$ cat src/rtl/pipe_stage_reg_if.sv
// Handshake bundle for pipe_stage_reg: upstream/downstream valid-ready, control and data fields,
// plus the flush/hold hazard controls. slave = the stage, master = its environment.
`timescale 1ns/1ps
interface pipe_stage_reg_if #(
    parameter int unsigned CTRL_W = 8,
    parameter int unsigned DATA_W = 101
);
    logic              flush;
    logic              hold;
    logic              in_valid;
    logic              in_ready;
    logic [CTRL_W-1:0] in_ctrl;
    logic [DATA_W-1:0] in_data;
    logic              out_valid;
    logic              out_ready;
    logic [CTRL_W-1:0] out_ctrl;
    logic [DATA_W-1:0] out_data;
    logic [1:0]        out_count;

    modport master (
        output flush, hold, in_valid, in_ctrl, in_data, out_ready,
        input  in_ready, out_valid, out_ctrl, out_data, out_count
    );

    modport slave (
        input  flush, hold, in_valid, in_ctrl, in_data, out_ready,
        output in_ready, out_valid, out_ctrl, out_data, out_count
    );
endinterface

$ cat src/rtl/pipe_stage_reg.sv
// Generic pipeline stage register with valid/ready handshake, flush (clears CTRL only) and hold.
// Define PIPE_SKID_EN for the 2-entry skid version with registered in_ready; default is 1 entry.
`timescale 1ns/1ps
module pipe_stage_reg #(
    parameter int unsigned       CTRL_W   = 8,
    parameter int unsigned       DATA_W   = 101,
    parameter logic [CTRL_W-1:0] CTRL_RST = '0
) (
    input logic               clk,
    input logic               rst,
    pipe_stage_reg_if.slave   bus
);

`ifdef PIPE_SKID_EN
    typedef enum logic [1:0] {EMPTY = 2'd0, FULL = 2'd1, SKID = 2'd2} state_t;
`else
    typedef enum logic {EMPTY = 1'b0, FULL = 1'b1} state_t;
`endif

    state_t            state_q, state_d;
    logic [CTRL_W-1:0] main_ctrl_q, main_ctrl_d;
    logic [DATA_W-1:0] main_data_q, main_data_d;
`ifdef PIPE_SKID_EN
    logic [CTRL_W-1:0] skid_ctrl_q, skid_ctrl_d;
    logic [DATA_W-1:0] skid_data_q, skid_data_d;
`endif
    logic              out_valid;
    logic              in_ready;
    logic              acc;
    logic              deq;

    always_comb begin
        out_valid = (state_q != EMPTY);
`ifdef PIPE_SKID_EN
        in_ready  = (state_q != SKID);
`else
        in_ready  = !out_valid || (bus.out_ready && !bus.hold);
`endif
        acc = bus.in_valid && in_ready;
        deq = out_valid && bus.out_ready && !bus.hold;
    end

    always_comb begin
        state_d     = state_q;
        main_ctrl_d = main_ctrl_q;
        main_data_d = main_data_q;
`ifdef PIPE_SKID_EN
        skid_ctrl_d = skid_ctrl_q;
        skid_data_d = skid_data_q;
`endif
        case (state_q)
            EMPTY: begin
                if (acc) begin
                    state_d     = FULL;
                    main_ctrl_d = bus.in_ctrl;
                    main_data_d = bus.in_data;
                end
            end
            FULL: begin
                if (acc && deq) begin
                    main_ctrl_d = bus.in_ctrl;
                    main_data_d = bus.in_data;
`ifdef PIPE_SKID_EN
                end else if (acc) begin
                    state_d     = SKID;
                    skid_ctrl_d = bus.in_ctrl;
                    skid_data_d = bus.in_data;
`endif
                end else if (deq) begin
                    state_d = EMPTY;
                end
            end
`ifdef PIPE_SKID_EN
            SKID: begin
                if (deq) begin
                    state_d     = FULL;
                    main_ctrl_d = skid_ctrl_q;
                    main_data_d = skid_data_q;
                end
            end
`endif
            default: state_d = EMPTY;
        endcase
        // flush overrides any load: entries die, control is cleared, data regs stay untouched
        if (bus.flush) begin
            state_d     = EMPTY;
            main_ctrl_d = CTRL_RST;
            main_data_d = main_data_q;
`ifdef PIPE_SKID_EN
            skid_ctrl_d = CTRL_RST;
            skid_data_d = skid_data_q;
`endif
        end
    end

    always_ff @(posedge clk) begin
        if (rst) begin
            state_q     <= EMPTY;
            main_ctrl_q <= CTRL_RST;
            main_data_q <= '0;
`ifdef PIPE_SKID_EN
            skid_ctrl_q <= CTRL_RST;
            skid_data_q <= '0;
`endif
        end else begin
            state_q     <= state_d;
            main_ctrl_q <= main_ctrl_d;
            main_data_q <= main_data_d;
`ifdef PIPE_SKID_EN
            skid_ctrl_q <= skid_ctrl_d;
            skid_data_q <= skid_data_d;
`endif
        end
    end

    always_comb begin
        bus.out_valid = out_valid;
        bus.in_ready  = in_ready;
        bus.out_ctrl  = out_valid ? main_ctrl_q : CTRL_RST;
        bus.out_data  = main_data_q;
`ifdef PIPE_SKID_EN
        case (state_q)
            FULL:    bus.out_count = 2'd1;
            SKID:    bus.out_count = 2'd2;
            default: bus.out_count = 2'd0;
        endcase
`else
        bus.out_count = {1'b0, state_q == FULL};
`endif
    end

endmodule

$ cat src/flat_wrapper.sv
// flat-port wrapper written by rule: the top's interface ports become plain ports
module pipe_stage_reg_flat 
#(
    parameter int unsigned       CTRL_W   = 8,
    parameter int unsigned       DATA_W   = 101,
    parameter logic [CTRL_W-1:0] CTRL_RST = '0
)
  (clk, rst, bus_flush, bus_hold, bus_in_valid, bus_in_ctrl, bus_in_data, bus_out_ready, bus_in_ready, bus_out_valid, bus_out_ctrl, bus_out_data, bus_out_count);
  pipe_stage_reg_if #(.CTRL_W(CTRL_W), .DATA_W(DATA_W)) bus_i ();
  input logic clk;
  input logic rst;
  input wire logic [$bits(bus_i.flush)-1:0] bus_flush;
  input wire logic [$bits(bus_i.hold)-1:0] bus_hold;
  input wire logic [$bits(bus_i.in_valid)-1:0] bus_in_valid;
  input wire logic [$bits(bus_i.in_ctrl)-1:0] bus_in_ctrl;
  input wire logic [$bits(bus_i.in_data)-1:0] bus_in_data;
  input wire logic [$bits(bus_i.out_ready)-1:0] bus_out_ready;
  output wire logic [$bits(bus_i.in_ready)-1:0] bus_in_ready;
  output wire logic [$bits(bus_i.out_valid)-1:0] bus_out_valid;
  output wire logic [$bits(bus_i.out_ctrl)-1:0] bus_out_ctrl;
  output wire logic [$bits(bus_i.out_data)-1:0] bus_out_data;
  output wire logic [$bits(bus_i.out_count)-1:0] bus_out_count;
  assign bus_i.flush = bus_flush;
  assign bus_i.hold = bus_hold;
  assign bus_i.in_valid = bus_in_valid;
  assign bus_i.in_ctrl = bus_in_ctrl;
  assign bus_i.in_data = bus_in_data;
  assign bus_i.out_ready = bus_out_ready;
  assign bus_in_ready = bus_i.in_ready;
  assign bus_out_valid = bus_i.out_valid;
  assign bus_out_ctrl = bus_i.out_ctrl;
  assign bus_out_data = bus_i.out_data;
  assign bus_out_count = bus_i.out_count;
  pipe_stage_reg #(.CTRL_W(CTRL_W), .DATA_W(DATA_W), .CTRL_RST(CTRL_RST)) u_core (.clk(clk), .rst(rst), .bus(bus_i));
endmodule
$ cat config.mk
export PLATFORM = sky130hd
export DESIGN_NAME = pipe_stage_reg_flat
export DESIGN_NICKNAME = d
export VERILOG_FILES = /design/src/rtl/pipe_stage_reg_if.sv /design/src/rtl/pipe_stage_reg.sv /design/src/flat_wrapper.sv
export SDC_FILE = /design/constraint.sdc
export NUM_CORES = 1
export LEC_CHECK = 0
export BUFFER_PORTS_ARGS = -buffer_cell sky130_fd_sc_hd__buf_2
export CORE_MARGIN = 1.5
export CORE_UTILIZATION = 30
export DETAILED_ROUTE_END_ITERATION = 16
export PLACE_DENSITY_LB_ADDON = 0.3
export SLEW_MARGIN = 30
export SYNTH_ARGS = -nofsm -noshare
export SYNTH_HDL_FRONTEND = slang
export SYNTH_SLANG_ARGS = --single-unit
$ cat constraint.sdc
create_clock -name clk -period 1.35 [get_ports clk]
set_input_delay 0.135 -clock clk [delete_from_list [all_inputs] [get_ports clk]]
set_output_delay 0.135 -clock clk [all_outputs]
set_load 0.01 [all_outputs]
---- Yosys cells after proc, flatten, opt, wreduce, memory -nomap -nowiden ----
Cells that the tools add are included.
cells by class
  reduce and logical (&&, ||, !) cells .... 11
  muxes and demuxes ....................... 11
  equality and inequality tests ........... 2
  bitwise logic cells ..................... 2
operators with widths
  kind                  count
  $mux W101             2
  $pmux W101 S2         1
  $mux W8               3
  $pmux W8 S2           1
  $logic_and A1 B1 Y1   5
  $mux W1               3
  $reduce_and A3 Y1     1
  $logic_not A1 Y1      2
  $ne A2 B1 Y1 const B  1
  $ne A2 B2 Y1 const B  1
  $not A1 Y1            2
  $pmux W1 S2           1
  $reduce_and A2 Y1     1
  $reduce_or A2 Y1      1
  $logic_or A1 B1 Y1    1
word-level totals
  input port bits ......................... 115
  output and inout bits ................... 113
  word-level logic and storage cells ...... 29
  register bits ........................... 110

---- Logic depth before layout (Yosys ltp) ----
Gate-level depths: netlist (run 1).
  depth in word-level cells ............... 7
  depth in mapped cells ................... 5
  gate-level depth less buffers ........... 3

---- Worst setup path after synthesis (run 1) ----
No wires, ideal clock.
  kind .................................... reg-to-reg
  from .................................... register u_core.state_q, in the netlist u_core.bus.out_valid
  to ...................................... register u_core.main_data_q[0], in the netlist u_core.bus.out_data[0]
  buffers on the path ..................... 2
  library setup time ...................... 0.072 ns
  cell stages (with the launch flop) ...... 5
  arrival time ............................ 1.028 ns
  path slack .............................. 0.250 ns
  period minus slack after synthesis ...... 1.100 ns
  cells stage by stage .................... dfxtp_1 a21oi_2 buf_6 buf_8 mux2i_1
on the way
  cells in the longest elaborated chain, start to end .. 6
  elaborated cells between the ends (all ways) .. 11
  those cells by class .................... eq/ne (2); mux (1); bitwise (1); reduce/logical (7)
RTL lines
  what                                RTL line               RTL
  from (decl)                         pipe_stage_reg.sv:20   state_t state_q, state_d;
  from (signal assigned)              pipe_stage_reg.sv:106  state_q <= state_d;
  $logic_not A1 Y1                    pipe_stage_reg.sv:37   in_ready = !out_valid || (bus.out_ready && !bus.hold);
  $logic_or A1 B1 Y1                  pipe_stage_reg.sv:37
  $logic_and A1 B1 Y1                 pipe_stage_reg.sv:39   acc = bus.in_valid && in_ready;
  $logic_and A1 B1 Y1                 pipe_stage_reg.sv:60   if (acc && deq) begin
  $ne A2 B2 Y1 (no source line)       --
  $reduce_and A3 Y1 (no source line)  --
  to (signal assigned)                pipe_stage_reg.sv:108  main_data_q <= main_data_d;
  to (decl)                           pipe_stage_reg.sv:22   logic [DATA_W-1:0] main_data_q, main_data_d;
Several ways; a longest one is shown, not always the timed one.
A chain may end at the register's enable or synchronous reset.

---- Final worst setup path (run 1) ----
  from .................................... register u_core.state_q, in the netlist u_core.bus.out_valid
  to ...................................... output port bus_out_ctrl[3]
on the way
  cells in the longest elaborated chain, start to end .. 1
RTL lines
  what       RTL line               RTL
  $mux W8    pipe_stage_reg.sv:119  bus.out_ctrl = out_valid ? main_ctrl_q : CTRL_RST;
  to (decl)  flat_wrapper.sv:20     output wire logic [$bits(bus_i.out_ctrl)-1:0] bus_out_ctrl;
Every way passes these cells.

==> results_dict.tcl, run 1 <==
set metrics [dict create \
    die_w_microns 132 \
    synth_fp_nets 607 \
    fin_crit_ns 1.25 \
    fmax_mhz 800 \
    htreeDepth 3 \
    dieArea_sq_mm 0.0174 \
    tns_ns 0 \
    post_synth.cell_area_avg_sq_um 10.1 \
    synth_seq_area_share 0.441 \
    synth_edf_count 0 \
    dieHeight_microns 132 \
    insertion_delay_ns 0.35 \
    met1_usage 0.148 \
    powerDensity_mw_per_mm2 1090 \
    worst_setup_path_start_kind "register" \
    first_pass_iters 4 \
    top_usage_layer "met2" \
    via_per_inst 4.22 \
    met2_usage 0.229 \
    grt-ovfl-total 0 \
    drc 0 \
    end_kind "primary output" \
    vias 3915 \
    ir_worst_vdd_uv 553 \
    ios 228 \
    ys_types 17 \
    crit_chain "buf_6, and2_1, buf_2" \
    setup_viol 0 \
    ant_nets 0 \
    power_mw 7.27 \
    internal_power_mw 5.47 \
    wirelength_microns 11400 \
    rsz0062_at_grt "no" \
    track_usage 0.130 \
    start_util 0.311 \
    nNetsFinal 822 \
    cts.sinks 110 \
    swShare 0.248 \
    finalCritPeriodShare 0.926 \
    worst-path-max-fanout 13 \
    skew_ns 0.00610 \
    cp.required_ns 1.22 \
    ys_ff_latch 110 \
    synth_warnings 0 \
    synth_top_area_frac 0.441 \
    final_util 0.416 \
    port_buffers 226 \
    yosysMostFrequentCell "nand2b_1" \
    routedWlPerCell_microns 12.2 \
    synth_common_cells "nand2b_1 (203), dfxtp_1 (110), mux2i_1 (109)" \
    yosys-top-cells-area "dfxtp_1 (44%), nand2b_1 (25%), mux2i_1 (22%)" \
    core_area_sq_mm 0.0161 \
    cap_violations 0 \
    drive_gt1_frac 0.367 \
    num_rows 46 \
    fillerInstances 1572 \
    yosys.area.top_type "dfxtp_1" \
    cts-root-buf "clkbuf_16" \
    area_growth_pct 33.7 \
    grt_pass1_wl_microns 18700 \
    cts_setup_buffers 0 \
    synth_ff_type "dfxtp_1" \
    gp_congestion 0.767 \
    first_global_vias 3993 \
    p_comb_frac 0.141 \
    pwr-share-clk 0.378 \
    cts_tree "built" \
    hp-class "in2reg" \
    synthCells 492 \
    hold_violations 0 \
    cp_slowest_cell "dfxtp_2" \
    clk_pin_slew_worst_paths_ns 0.07 \
    arrival_ns 1.11 \
    cts_buffer_depth 2 \
    outcome "finished, final reports clean" \
    grt_max_degree 115 \
    multiInputGateArea_sq_mm 0.00253 \
    slowest_delay_ns 0.34 \
    worst-setup-path-type "reg2out" \
    p_seq_frac 0.480 \
    leakage_nw 3.07 \
    power_switching_mw 1.80 \
    antenna_found_initial 0 \
    regArea_sq_mm 0.00220 \
    hpwlAfterDp_microns 8270 \
    diodes 0 \
    met3_usage 0.0358 \
    synth_area_sq_mm 0.00499 \
    final_max_slew_viol_count 0 \
    numCtsBuffers 9 \
    async_flop_share 0 \
    drt-initial-drc-count 111 \
]
[routing by layer]
layer | vias to the layer above | routed length [microns]
met2 | 118 | 5540
met3 | 11 | 723
met4 | 0 | 184
met5 | - | 0
li1 | 2000 | -
met1 | 1786 | 4910
[per-stage QoR]
stage | instance area [sq um] | hold WS [ns] | std cells | setup WS (ns)
2_1_floorplan | 4990 | 0.212 | 492 | 0.250
3_3_place_gp | 6350 | 0.353 | 911 | 0.0840
3_5_place_dp | 6350 | 0.351 | 911 | 0.0307
4_1_cts | 6670 | 0.0103 | 928 | 0.00591
5_1_grt | 6680 | 0.0188 | 928 | 0.0266
6_report | 6680 | 0.0297 | 928 | 0.100
[area by class of cell]
class                   instances  share of cell area
repair buffers                242               0.204
clock inverters                 6              0.0105
clock buffers                  10              0.0358
multi-input cells             344               0.379
flip-flops and latches        110               0.330
well taps                     216              0.0405
[flip-flops by register name (all words and copies together) (netlist names)]
signal                cells
u_core.bus.out_valid      1
u_core.main_ctrl_q        8
u_core.bus.out_data     101
[path summary, 6_finish.rpt]
| check | cells past startpoint | slack [ns] | startpoint | endpoint |
|---|---|---|---|---|
| max | 3 | 0.10 | u_core.bus.out_valid | bus_out_ctrl[3] |
| min | 3 | 0.03 | bus_in_ctrl[6] | u_core.main_ctrl_q[6] |
| max reg2reg | 3 | 0.13 | u_core.bus.out_valid | u_core.bus.out_data[17] |
| min reg2reg | 2 | 0.46 | u_core.main_ctrl_q[1] | u_core.main_ctrl_q[1] |
[cells by family after synthesis]
| group | synth area share |
|---|---|
| AO/OA/AOI/OAI | 0.00426 |
| other | 0.000751 |
| multiplexers | 0.219 |
| buffers and inverters | 0.0531 |
| AND/OR/NAND/NOR | 0.282 |
| flip-flops | 0.441 |
[power groups by stage]
stage,sequential [mW],clock (mW),combinational [mW]
floorplan,3.64,0,0.533
global placement,3.56,0,1.01
detailed placement,3.57,0,1.04
CTS,3.49,2.87,1.04
global route,3.51,3.01,1.13
finish,3.49,2.75,1.03
[timing repair]
item / 4_1_cts / 5_1_grt
hold buffers: 1 / 0
resized for setup: 0 / 2
endpoints found under the setup margin: 0 / 8
hold endpoints to repair: 1 / 0
[critical path, delay by kind of cell (launching register included)]
kind,cells,cell delay (ns)
flops,1,0.34
buf+inv,2,0.28
simple gates,1,0.16
[placed cells by master (no fill, tap or decap), drive strengths merged]
master         n
nand2         17
bufinv         1
a21boi         1
nor3           1
dlygate4sd3    1
and2           8
a21oi          2
buf          241
conb           1
clkinv         4
clkbuf        10
inv            1
dfxtp        110
mux2i        109
nand2b       204
nor2           1
Power figures use the tool's default switching activity.
==> inputs of run 2 (changes only) <==
--- a/config.mk
+++ b/config.mk
@@ -5,10 +5,10 @@
 export SDC_FILE = /design/constraint.sdc
 export NUM_CORES = 1
 export LEC_CHECK = 0
-export BUFFER_PORTS_ARGS = -buffer_cell sky130_fd_sc_hd__buf_2
 export CORE_MARGIN = 1.5
 export CORE_UTILIZATION = 30
 export DETAILED_ROUTE_END_ITERATION = 16
+export DONT_BUFFER_PORTS = 1
 export PLACE_DENSITY_LB_ADDON = 0.3
 export SLEW_MARGIN = 30
 export SYNTH_ARGS = -nofsm -noshare
==> run 2 against run 1 <==
  * The run now fails in clock tree synthesis (4_1_cts)
  * Area after synthesis did not move
  * Synthesized cell count did not move
==> results_dict.tcl, run 2 <==
set metrics [dict create \
    dieHeight_microns 132 \
    synthCells 492 \
    synth_edf_count 0 \
    synth_area_sq_mm 0.00499 \
    synth_ff_type "dfxtp_1" \
    async_flop_share 0 \
    yosys.area.top_type "dfxtp_1" \
    ctsResizeCount 0 \
    num_rows 46 \
    lastStage "clock tree synthesis (4_1_cts)" \
    synth_top_area_frac 0.441 \
    ys_ff_latch 110 \
    ios 228 \
    die_w_microns 132 \
    outcome "aborted with a tool error" \
    synth_fp_nets 607 \
    cts.sinks 110 \
    hpwlAfterDp_microns 7090 \
    synth_warnings 0 \
    place_area_sq_mm 0.00515 \
    synth_common_cells "nand2b_1 (203), dfxtp_1 (110), mux2i_1 (109)" \
    post_synth.cell_area_avg_sq_um 10.1 \
    yosysMostFrequentCell "nand2b_1" \
    ys_types 17 \
    cts_setup_buffers 0 \
    cts_buffer_depth 2 \
    synth_seq_area_share 0.441 \
    ctsHoldBuffers 140 \
    htreeDepth 3 \
    tool.error "[ERROR RSZ-0060] Max buffer count reached." \
    gp_congestion 0.759 \
    yosys-top-cells-area "dfxtp_1 (44%), nand2b_1 (25%), mux2i_1 (22%)" \
    start_util 0.311 \
    numCtsBuffers 9 \
    cts-root-buf "clkbuf_16" \
    port_buffers 0 \
]
==> run 2: logic make-up after synthesis <==
group	count (synthesis)	share of synthesized area
AOI/OAI and AO/OA	3	0.00426
buffers and inverters	38	0.0531
DFF	110	0.441
muxes	109	0.219
other	1	0.000751
and+or+nand+nor	231	0.282
==> run 2: through the flow <==
step                std cells  setup WS (ns)
floorplan                 492          0.250
global placement          681          0.175
detailed placement        681          0.128
==> inputs of run 3 (changes only) <==
--- a/config.mk
+++ b/config.mk
@@ -6,10 +6,10 @@
 export NUM_CORES = 1
 export LEC_CHECK = 0
 export CORE_MARGIN = 1.5
-export CORE_UTILIZATION = 30
+export CORE_UTILIZATION = 20
 export DETAILED_ROUTE_END_ITERATION = 16
 export DONT_BUFFER_PORTS = 1
-export PLACE_DENSITY_LB_ADDON = 0.3
+export PLACE_DENSITY_LB_ADDON = 0.15
 export SLEW_MARGIN = 30
 export SYNTH_ARGS = -nofsm -noshare
 export SYNTH_HDL_FRONTEND = slang
==> run 3 against run 2 <==
  * The flow again stops in clock tree synthesis (4_1_cts)
  * Synthesized cell count unchanged
  * Area after synthesis unchanged
==> results_dict.tcl, run 3 <==
set metrics [dict create \
    cts-root-buf "clkbuf_16" \
    placedCellCount 793 \
    numCtsBuffers 9 \
    synth_edf_count 0 \
    gp_congestion 0.732 \
    tool.error "[ERROR RSZ-0060] Max buffer count reached." \
    synthCells 492 \
    synth_warnings 0 \
    htreeDepth 3 \
    yosysMostFrequentCell "nand2b_1" \
    num_rows 57 \
    ios 228 \
    synth_seq_area_share 0.441 \
    synth_ff_type "dfxtp_1" \
    synth_top_area_frac 0.441 \
    yosys-top-cells-area "dfxtp_1 (44%), nand2b_1 (25%), mux2i_1 (22%)" \
    die_w_microns 161 \
    dieHeight_microns 161 \
    cts.sinks 110 \
    start_util 0.205 \
    lastStage "clock tree synthesis (4_1_cts)" \
    port_buffers 0 \
    ctsHoldBuffers 163 \
    ctsResizeCount 0 \
    synth_area_sq_mm 0.00499 \
    cts_setup_buffers 0 \
    cts_buffer_depth 2 \
    outcome "aborted with a tool error" \
    ys_types 17 \
    ys_ff_latch 110 \
    synth_fp_nets 607 \
    synth_common_cells "nand2b_1 (203), dfxtp_1 (110), mux2i_1 (109)" \
    yosys.area.top_type "dfxtp_1" \
    async_flop_share 0 \
    post_synth.cell_area_avg_sq_um 10.1 \
    hpwlAfterDp_microns 8250 \
]
## run 3: cell counts after synthesis
Identical to the previous run, type by type.
## run 3: cells by family after synthesis
group / count (synthesis) / synth area share
multiplexers: 109 / 0.219
buffers and inverters: 38 / 0.0531
AO/OA/AOI/OAI: 3 / 0.00426
AND/OR/NAND/NOR: 231 / 0.282
flip-flops: 110 / 0.441
other: 1 / 0.000751
## run 3: per-stage QoR
step | cell area [sq um] | util | worst slack, ns
3_5_place_dp | 5330 | 0.218 | 0.125
3_3_place_gp | 5330 | 0.218 | 0.170
2_1_floorplan | 4990 | - | 0.250
